$ cat src/rtl/exec_branch_pkg.sv
// Shared types and constants for the branch resolver: flag layout {V,S,Z,C},
// condition-code encoding and output-stage state encoding.
package exec_branch_pkg;

  localparam int W_ADDR     = 32;
  localparam int W_FLAGS    = 4;
  localparam int INSN_BYTES = 4;

  localparam int FLAG_V = 3;
  localparam int FLAG_S = 2;
  localparam int FLAG_Z = 1;
  localparam int FLAG_C = 0;

  typedef enum logic [3:0] {
    COND_EQ  = 4'd0,
    COND_NE  = 4'd1,
    COND_LTU = 4'd2,
    COND_GEU = 4'd3,
    COND_LT  = 4'd4,
    COND_GE  = 4'd5,
    COND_LE  = 4'd6,
    COND_GT  = 4'd7,
    COND_LEU = 4'd8,
    COND_GTU = 4'd9,
    COND_MI  = 4'd10,
    COND_PL  = 4'd11,
    COND_VS  = 4'd12,
    COND_VC  = 4'd13,
    COND_AL  = 4'd14,
    COND_NV  = 4'd15
  } cond_e;

  typedef enum logic {
    ST_EMPTY = 1'b0,
    ST_FULL  = 1'b1
  } res_state_e;

endpackage

$ cat src/rtl/exec_cond_eval.sv
// Combinational condition-code evaluator (flags, cond -> taken); shared by the
// branch resolver and usable for conditional moves.
module exec_cond_eval
  import exec_branch_pkg::*;
(
  input  logic [W_FLAGS-1:0] flags_i,
  input  logic [3:0]         cond_i,
  output logic               taken_o
);

  logic v, s, z, c, lt;

  assign v  = flags_i[FLAG_V];
  assign s  = flags_i[FLAG_S];
  assign z  = flags_i[FLAG_Z];
  assign c  = flags_i[FLAG_C];
  // C is a borrow, so LTU is C directly rather than ~C.
  assign lt = s ^ v;

  always_comb begin
    taken_o = 1'b0;
    case (cond_e'(cond_i))
      COND_EQ:  taken_o = z;
      COND_NE:  taken_o = ~z;
      COND_LTU: taken_o = c;
      COND_GEU: taken_o = ~c;
      COND_LT:  taken_o = lt;
      COND_GE:  taken_o = ~lt;
      COND_LE:  taken_o = z | lt;
      COND_GT:  taken_o = ~z & ~lt;
      COND_LEU: taken_o = c | z;
      COND_GTU: taken_o = ~c & ~z;
      COND_MI:  taken_o = s;
      COND_PL:  taken_o = ~s;
      COND_VS:  taken_o = v;
      COND_VC:  taken_o = ~v;
      COND_AL:  taken_o = 1'b1;
      COND_NV:  taken_o = 1'b0;
      default:  taken_o = 1'b0;
    endcase
  end

endmodule

$ cat src/rtl/exec_branch.sv
// Branch-condition resolver: flag register plus a one-entry registered result stage.
// EXEC_BRANCH_FLAG_BYPASS_EN forwards same-cycle flag writes instead of stalling.
//   state    | meaning
//   ST_EMPTY | no result held, res_valid_o low
//   ST_FULL  | result held until res_ready_i or flush_i
module exec_branch
  import exec_branch_pkg::*;
(
  input  logic               clk_i,
  input  logic               rst_n_i,
  input  logic               flags_we_i,
  input  logic [W_FLAGS-1:0] flags_i,
  output logic [W_FLAGS-1:0] flags_o,
  input  logic               br_valid_i,
  output logic               br_ready_o,
  input  logic [3:0]         br_cond_i,
  input  logic [W_ADDR-1:0]  br_pc_i,
  input  logic [W_ADDR-1:0]  br_off_i,
  input  logic               flush_i,
  output logic               res_valid_o,
  input  logic               res_ready_i,
  output logic               res_taken_o,
  output logic [W_ADDR-1:0]  res_target_o
);

  res_state_e          state_q, state_d;
  logic [W_FLAGS-1:0]  flags_q;
  logic [W_FLAGS-1:0]  eval_flags;
  logic                taken_q, taken_d;
  logic [W_ADDR-1:0]   target_q, target_d;
  logic                stall;
  logic                cond_taken;
  logic                accept;
  logic [W_ADDR-1:0]   target_taken;
  logic [W_ADDR-1:0]   target_fall;

`ifdef EXEC_BRANCH_FLAG_BYPASS_EN
  assign eval_flags = flags_we_i ? flags_i : flags_q;
  assign stall      = 1'b0;
`else
  // Without forwarding, hold the branch one cycle so it sees the new flags.
  assign eval_flags = flags_q;
  assign stall      = flags_we_i & br_valid_i;
`endif

  exec_cond_eval u_cond_eval (
    .flags_i (eval_flags),
    .cond_i  (br_cond_i),
    .taken_o (cond_taken)
  );

  assign target_taken = br_pc_i + br_off_i;
  assign target_fall  = br_pc_i + W_ADDR'(INSN_BYTES);

  assign res_valid_o  = (state_q == ST_FULL);
  assign br_ready_o   = ~flush_i & (~res_valid_o | res_ready_i) & ~stall;
  assign accept       = br_valid_i & br_ready_o;

  assign flags_o      = flags_q;
  assign res_taken_o  = taken_q;
  assign res_target_o = target_q;

  always_comb begin
    state_d  = state_q;
    taken_d  = taken_q;
    target_d = target_q;
    if (flush_i) begin
      state_d = ST_EMPTY;
    end else if (accept) begin
      state_d  = ST_FULL;
      taken_d  = cond_taken;
      target_d = cond_taken ? target_taken : target_fall;
    end else if (res_ready_i) begin
      state_d = ST_EMPTY;
    end
  end

  always_ff @(posedge clk_i or negedge rst_n_i) begin
    if (!rst_n_i) begin
      state_q  <= ST_EMPTY;
      taken_q  <= 1'b0;
      target_q <= '0;
    end else begin
      state_q  <= state_d;
      taken_q  <= taken_d;
      target_q <= target_d;
    end
  end

  // Flag register ignores the handshake and flush entirely.
  always_ff @(posedge clk_i or negedge rst_n_i) begin
    if (!rst_n_i) begin
      flags_q <= '0;
    end else if (flags_we_i) begin
      flags_q <= flags_i;
    end
  end

endmodule

$ cat config.mk
export PLATFORM = sky130hd
export DESIGN_NAME = exec_branch
export DESIGN_NICKNAME = d
export VERILOG_FILES = /design/src/rtl/exec_branch_pkg.sv /design/src/rtl/exec_cond_eval.sv /design/src/rtl/exec_branch.sv
export SDC_FILE = /design/constraint.sdc
export NUM_CORES = 1
export LEC_CHECK = 0
export ABC_AREA = 0
export CAP_MARGIN = 10
export CORE_UTILIZATION = 30
export CTS_CLUSTER_SIZE = 8
export DETAILED_ROUTE_END_ITERATION = 8
export PLACE_DENSITY = 0.56
export SYNTH_ARGS = -nofsm -noshare
export SYNTH_HDL_FRONTEND = slang
export SYNTH_SLANG_ARGS = --single-unit
$ cat constraint.sdc
create_clock -name clk_i -period 2.1 [get_ports clk_i]
set_clock_uncertainty 0.05 [all_clocks]
set_input_delay 0.525 -clock clk_i [delete_from_list [all_inputs] [get_ports clk_i]]
set_output_delay 0.525 -clock clk_i [all_outputs]
set_load 0.03 [all_outputs]
==> results.json <==
{
  "status": "finished with violations",
  "violations": "negative setup slack",
  "setup.worst_path.start_class": "input port",
  "fin_crit_ns": 2.69,
  "pwr-share-seq_pct": 23.3,
  "synthDistinctLibCells": 52,
  "use_met2_pct": 38.3,
  "die_w_microns": 116,
  "cts_inserted_buffers": 5,
  "clk_latency_ns": 0.27,
  "synth_top_area_share_pct": 24.6,
  "post-route-util_pct": 60.3,
  "met3_usage_pct": 1.94,
  "fin_nets": 899,
  "start_util_pct": 30.8,
  "path_clk_slew_ns": 0.05,
  "intPower_uw": 2680,
  "yosys-top-cells-area": "dfrtp_1 (25%), ha_1 (10%), xor2_1 (6.6%)",
  "pwr-share-comb_pct": 60.8,
  "fp.dieH_microns": 116,
  "grt_max_degree": 39,
  "top_usage_layer": "met2",
  "portBuffers": 116,
  "ant_nets": 0,
  "p_switching_uw": 1710,
  "ys.flop_type": "dfrtp_1",
  "dieArea_sq_mm": 0.0133,
  "power_frac_clock_pct": 15.9,
  "fillers": 1107,
  "cpPeakStageDelay_ns": 0.43,
  "peakVddDrop_uv": 402,
  "critPathArrivalTime_ns": 2.80,
  "n_antenna_cell": 0,
  "gr-usage-met1_pct": 27.5,
  "async_reset_ff_share_pct": 100,
  "ios": 117,
  "synth_seq_cells": 38,
  "avgRoutedWirePerCell_microns": 15.2,
  "dr.pass1.iters": 5,
  "critPathSlowestCell": "a2111o_1",
  "ys_seq_area_share_pct": 24.6,
  "fmax_mhz": 372,
  "rsz0062_at_grt": "yes",
  "setup-violations-final": 20,
  "power.leakage_uw": 0.00329,
  "grt_pass1_wl_microns": 23200,
  "synth_edf_count": 0,
  "cp_cell_sequence": "buf_8 -> ha_4 -> a21o_1 -> a2bb2oi_4 -> a2111o_1 -> a32oi_2 -> a221oi_2 -> buf_4 -> o21a_4 -> nor2_2 -> nand4_1 -> a32o_1",
  "worstMarginPinSlew_ns": 0.488,
  "cts.sinks": 38,
  "vias": 4731,
  "placementRows": 41,
  "powerDensity_mw_per_mm2": 580,
  "crit_required_ns": 2.21,
  "ys_warn_count": 0,
  "routed_via_density": 4.93,
  "synth_fp_nets": 610,
  "netlist_area_sq_mm": 0.00386,
  "clk_path_buf_depth": 2,
  "critPathKind": "input port to register",
  "dp_hpwl_microns": 10800,
  "drtIter0Drc": 212,
  "final_cells": 960,
  "drcViolationCount": 0,
  "total_power_uw": 4390,
  "drive_above_1_share_pct": 41.6,
  "finalCritPeriodShare_pct": 128,
  "regArea_sq_um": 951,
  "synth_top_cell_by_area": "dfrtp_1",
  "dp_cells": 912,
  "drv_cap": 0,
  "cts_root_buf": "clkbuf_16",
  "drv_slew": 0,
  "cts_tree": "yes",
  "hold_path_class": "input port to async pin",
  "syn_to_final_growth_pct": 96.0,
  "hold_buffers": 0,
  "multi_input_area_sq_mm": 0.00354,
  "grt_pass1_vias": 4890,
  "end_kind": "register",
  "synth_cells": 499,
  "swShare_pct": 38.9,
  "relSlewSlack_pct": 67.4,
  "grt_overflow": 0,
  "path_max_fanout": 4,
  "gp_congestion": 0.877,
  "antenna_found_initial": 0,
  "synth_area_per_cell_sq_um": 7.75,
  "setup_slack_ns": -0.591,
  "grt_util_all_layers_pct": 21.7,
  "h-tree-depth": 2,
  "drt_wl_total_microns": 14600,
  "ff2ff_setup_slack_ns": -0.09,
  "hold_violations": 0,
  "core_area_sq_mm": 0.0126
}
## stage by stage
| step | cell area, sq um | TNS, ns | worst slack, ns | hold WS [ns] |
|---|---|---|---|---|
| 5_1_grt | 7580 | -10.81 | -0.691 | 0.294 |
| 4_1_cts | 7250 | -7.77 | -0.689 | 0.268 |
| 6_report | 7580 | -7.78 | -0.591 | 0.247 |
| 3_5_place_dp | 6400 | -35.03 | -1.52 | 0.420 |
| 2_1_floorplan | 4020 | -6.93 | -0.649 | 0.179 |
| 3_3_place_gp | 6400 | -33.69 | -1.41 | 0.411 |
## metal layers
layer	vias to the layer above	wire, microns
li1	2380	-
met4	0	412
met5	-	0
met1	2195	6410
met2	126	7150
met3	30	612
## synth_stat cells (3+ instances only)
cell type	number
nor2_1	59
nand2_1	58
o21ai_0	46
a21oi_1	42
dfrtp_1	38
ha_1	32
xor2_1	29
xnor2_1	24
nand3_1	21
clkbuf_1	14
a21o_1	11
inv_1	10
nor3_1	10
o21a_1	8
nand4_1	7
and3_1	6
mux2i_1	6
a211oi_1	5
a22oi_1	5
mux2_2	5
nor2b_1	5
o31ai_1	5
and2_1	3
and4_1	3
buf_1	3
nand2b_1	3
o211ai_1	3
o21ai_1	3
## power by group through the flow
stage	Combinational, uW	Clock (uW)	Sequential [uW]
floorplan	779	0	1360
global placement	2160	0	1030
detailed placement	2180	0	1040
CTS	2480	718	1030
global route	2860	747	1040
finish	2670	699	1020
## placed cells by master (no fill, tap or decap), types with 6 or more instances in the layout
cell	count
buf_4	156
clkdlybuf4s50_1	71
nand2_1	55
nor2_1	51
dfrtp_1	38
buf_6	31
o21ai_1	30
xor2_1	23
xnor2_1	21
a21oi_2	20
a21oi_1	19
nand3_1	19
ha_4	19
ha_1	13
o21ai_0	12
a21o_1	11
inv_1	10
buf_2	10
dlygate4sd2_1	10
nor3_1	9
o21a_1	8
buf_8	8
o21ai_2	7
nand4_1	7
clkbuf_16	7
and3_1	6
## critical path, delay by kind of cell
kind	cells	cell delay, ns
AO/OA/AOI/OAI	7	1.57
buffers and inverters	2	0.26
AND/OR/NAND/NOR	2	0.15
adder cells (fa/ha/maj)	1	0.28
## kinds of logic after synthesis
logic type / after synthesis / share of synthesized area, %
adder cells (fa/ha/maj): 33 / 10.9
AND/OR/NAND/NOR: 184 / 21.7
buffers and inverters: 27 / 2.62
multiplexers: 11 / 3.01
AO/OA/AOI/OAI: 153 / 25.2
XOR/XNOR: 53 / 12.0
flip-flops: 38 / 24.6
## timing repair
item / CTS / global route
pin swaps: 86 / 55
setup endpoints to repair: 34 / 33
cloned: 1 / 4
gates resized for setup: 245 / 73
setup buffers: 31 / 7
## path summary, 6_finish.rpt
path	from	endpoint	cells after the start
min in group clk_i	res_target_o[3]	res_target_o[3]	2
setup reg to reg	flags_o[2]	res_target_o[29]	11
max in group asynchronous	rst_n_i	res_valid_o	2
setup / recovery	br_off_i[3]	res_target_o[31]	12
hold / removal	rst_n_i	flags_o[1]	2
hold reg to reg	res_target_o[3]	res_target_o[3]	2
## state kept, by name, summed over array words and instances (netlist names)
name,count
res_taken_o,1
res_target_o,32
flags_o,4
res_valid_o,1
## cell type report
| type | count | area share (%) |
|---|---|---|
| Clock buffer | 7 | 1.75 |
| Inverter | 10 | 0.495 |
| Multi-Input combinational cell | 434 | 46.8 |
| Sequential cell | 38 | 12.6 |
| Tap cell | 172 | 2.84 |
| Timing Repair Buffer | 299 | 35.6 |
No activity file was read; power rests on OpenSTA's default activity.
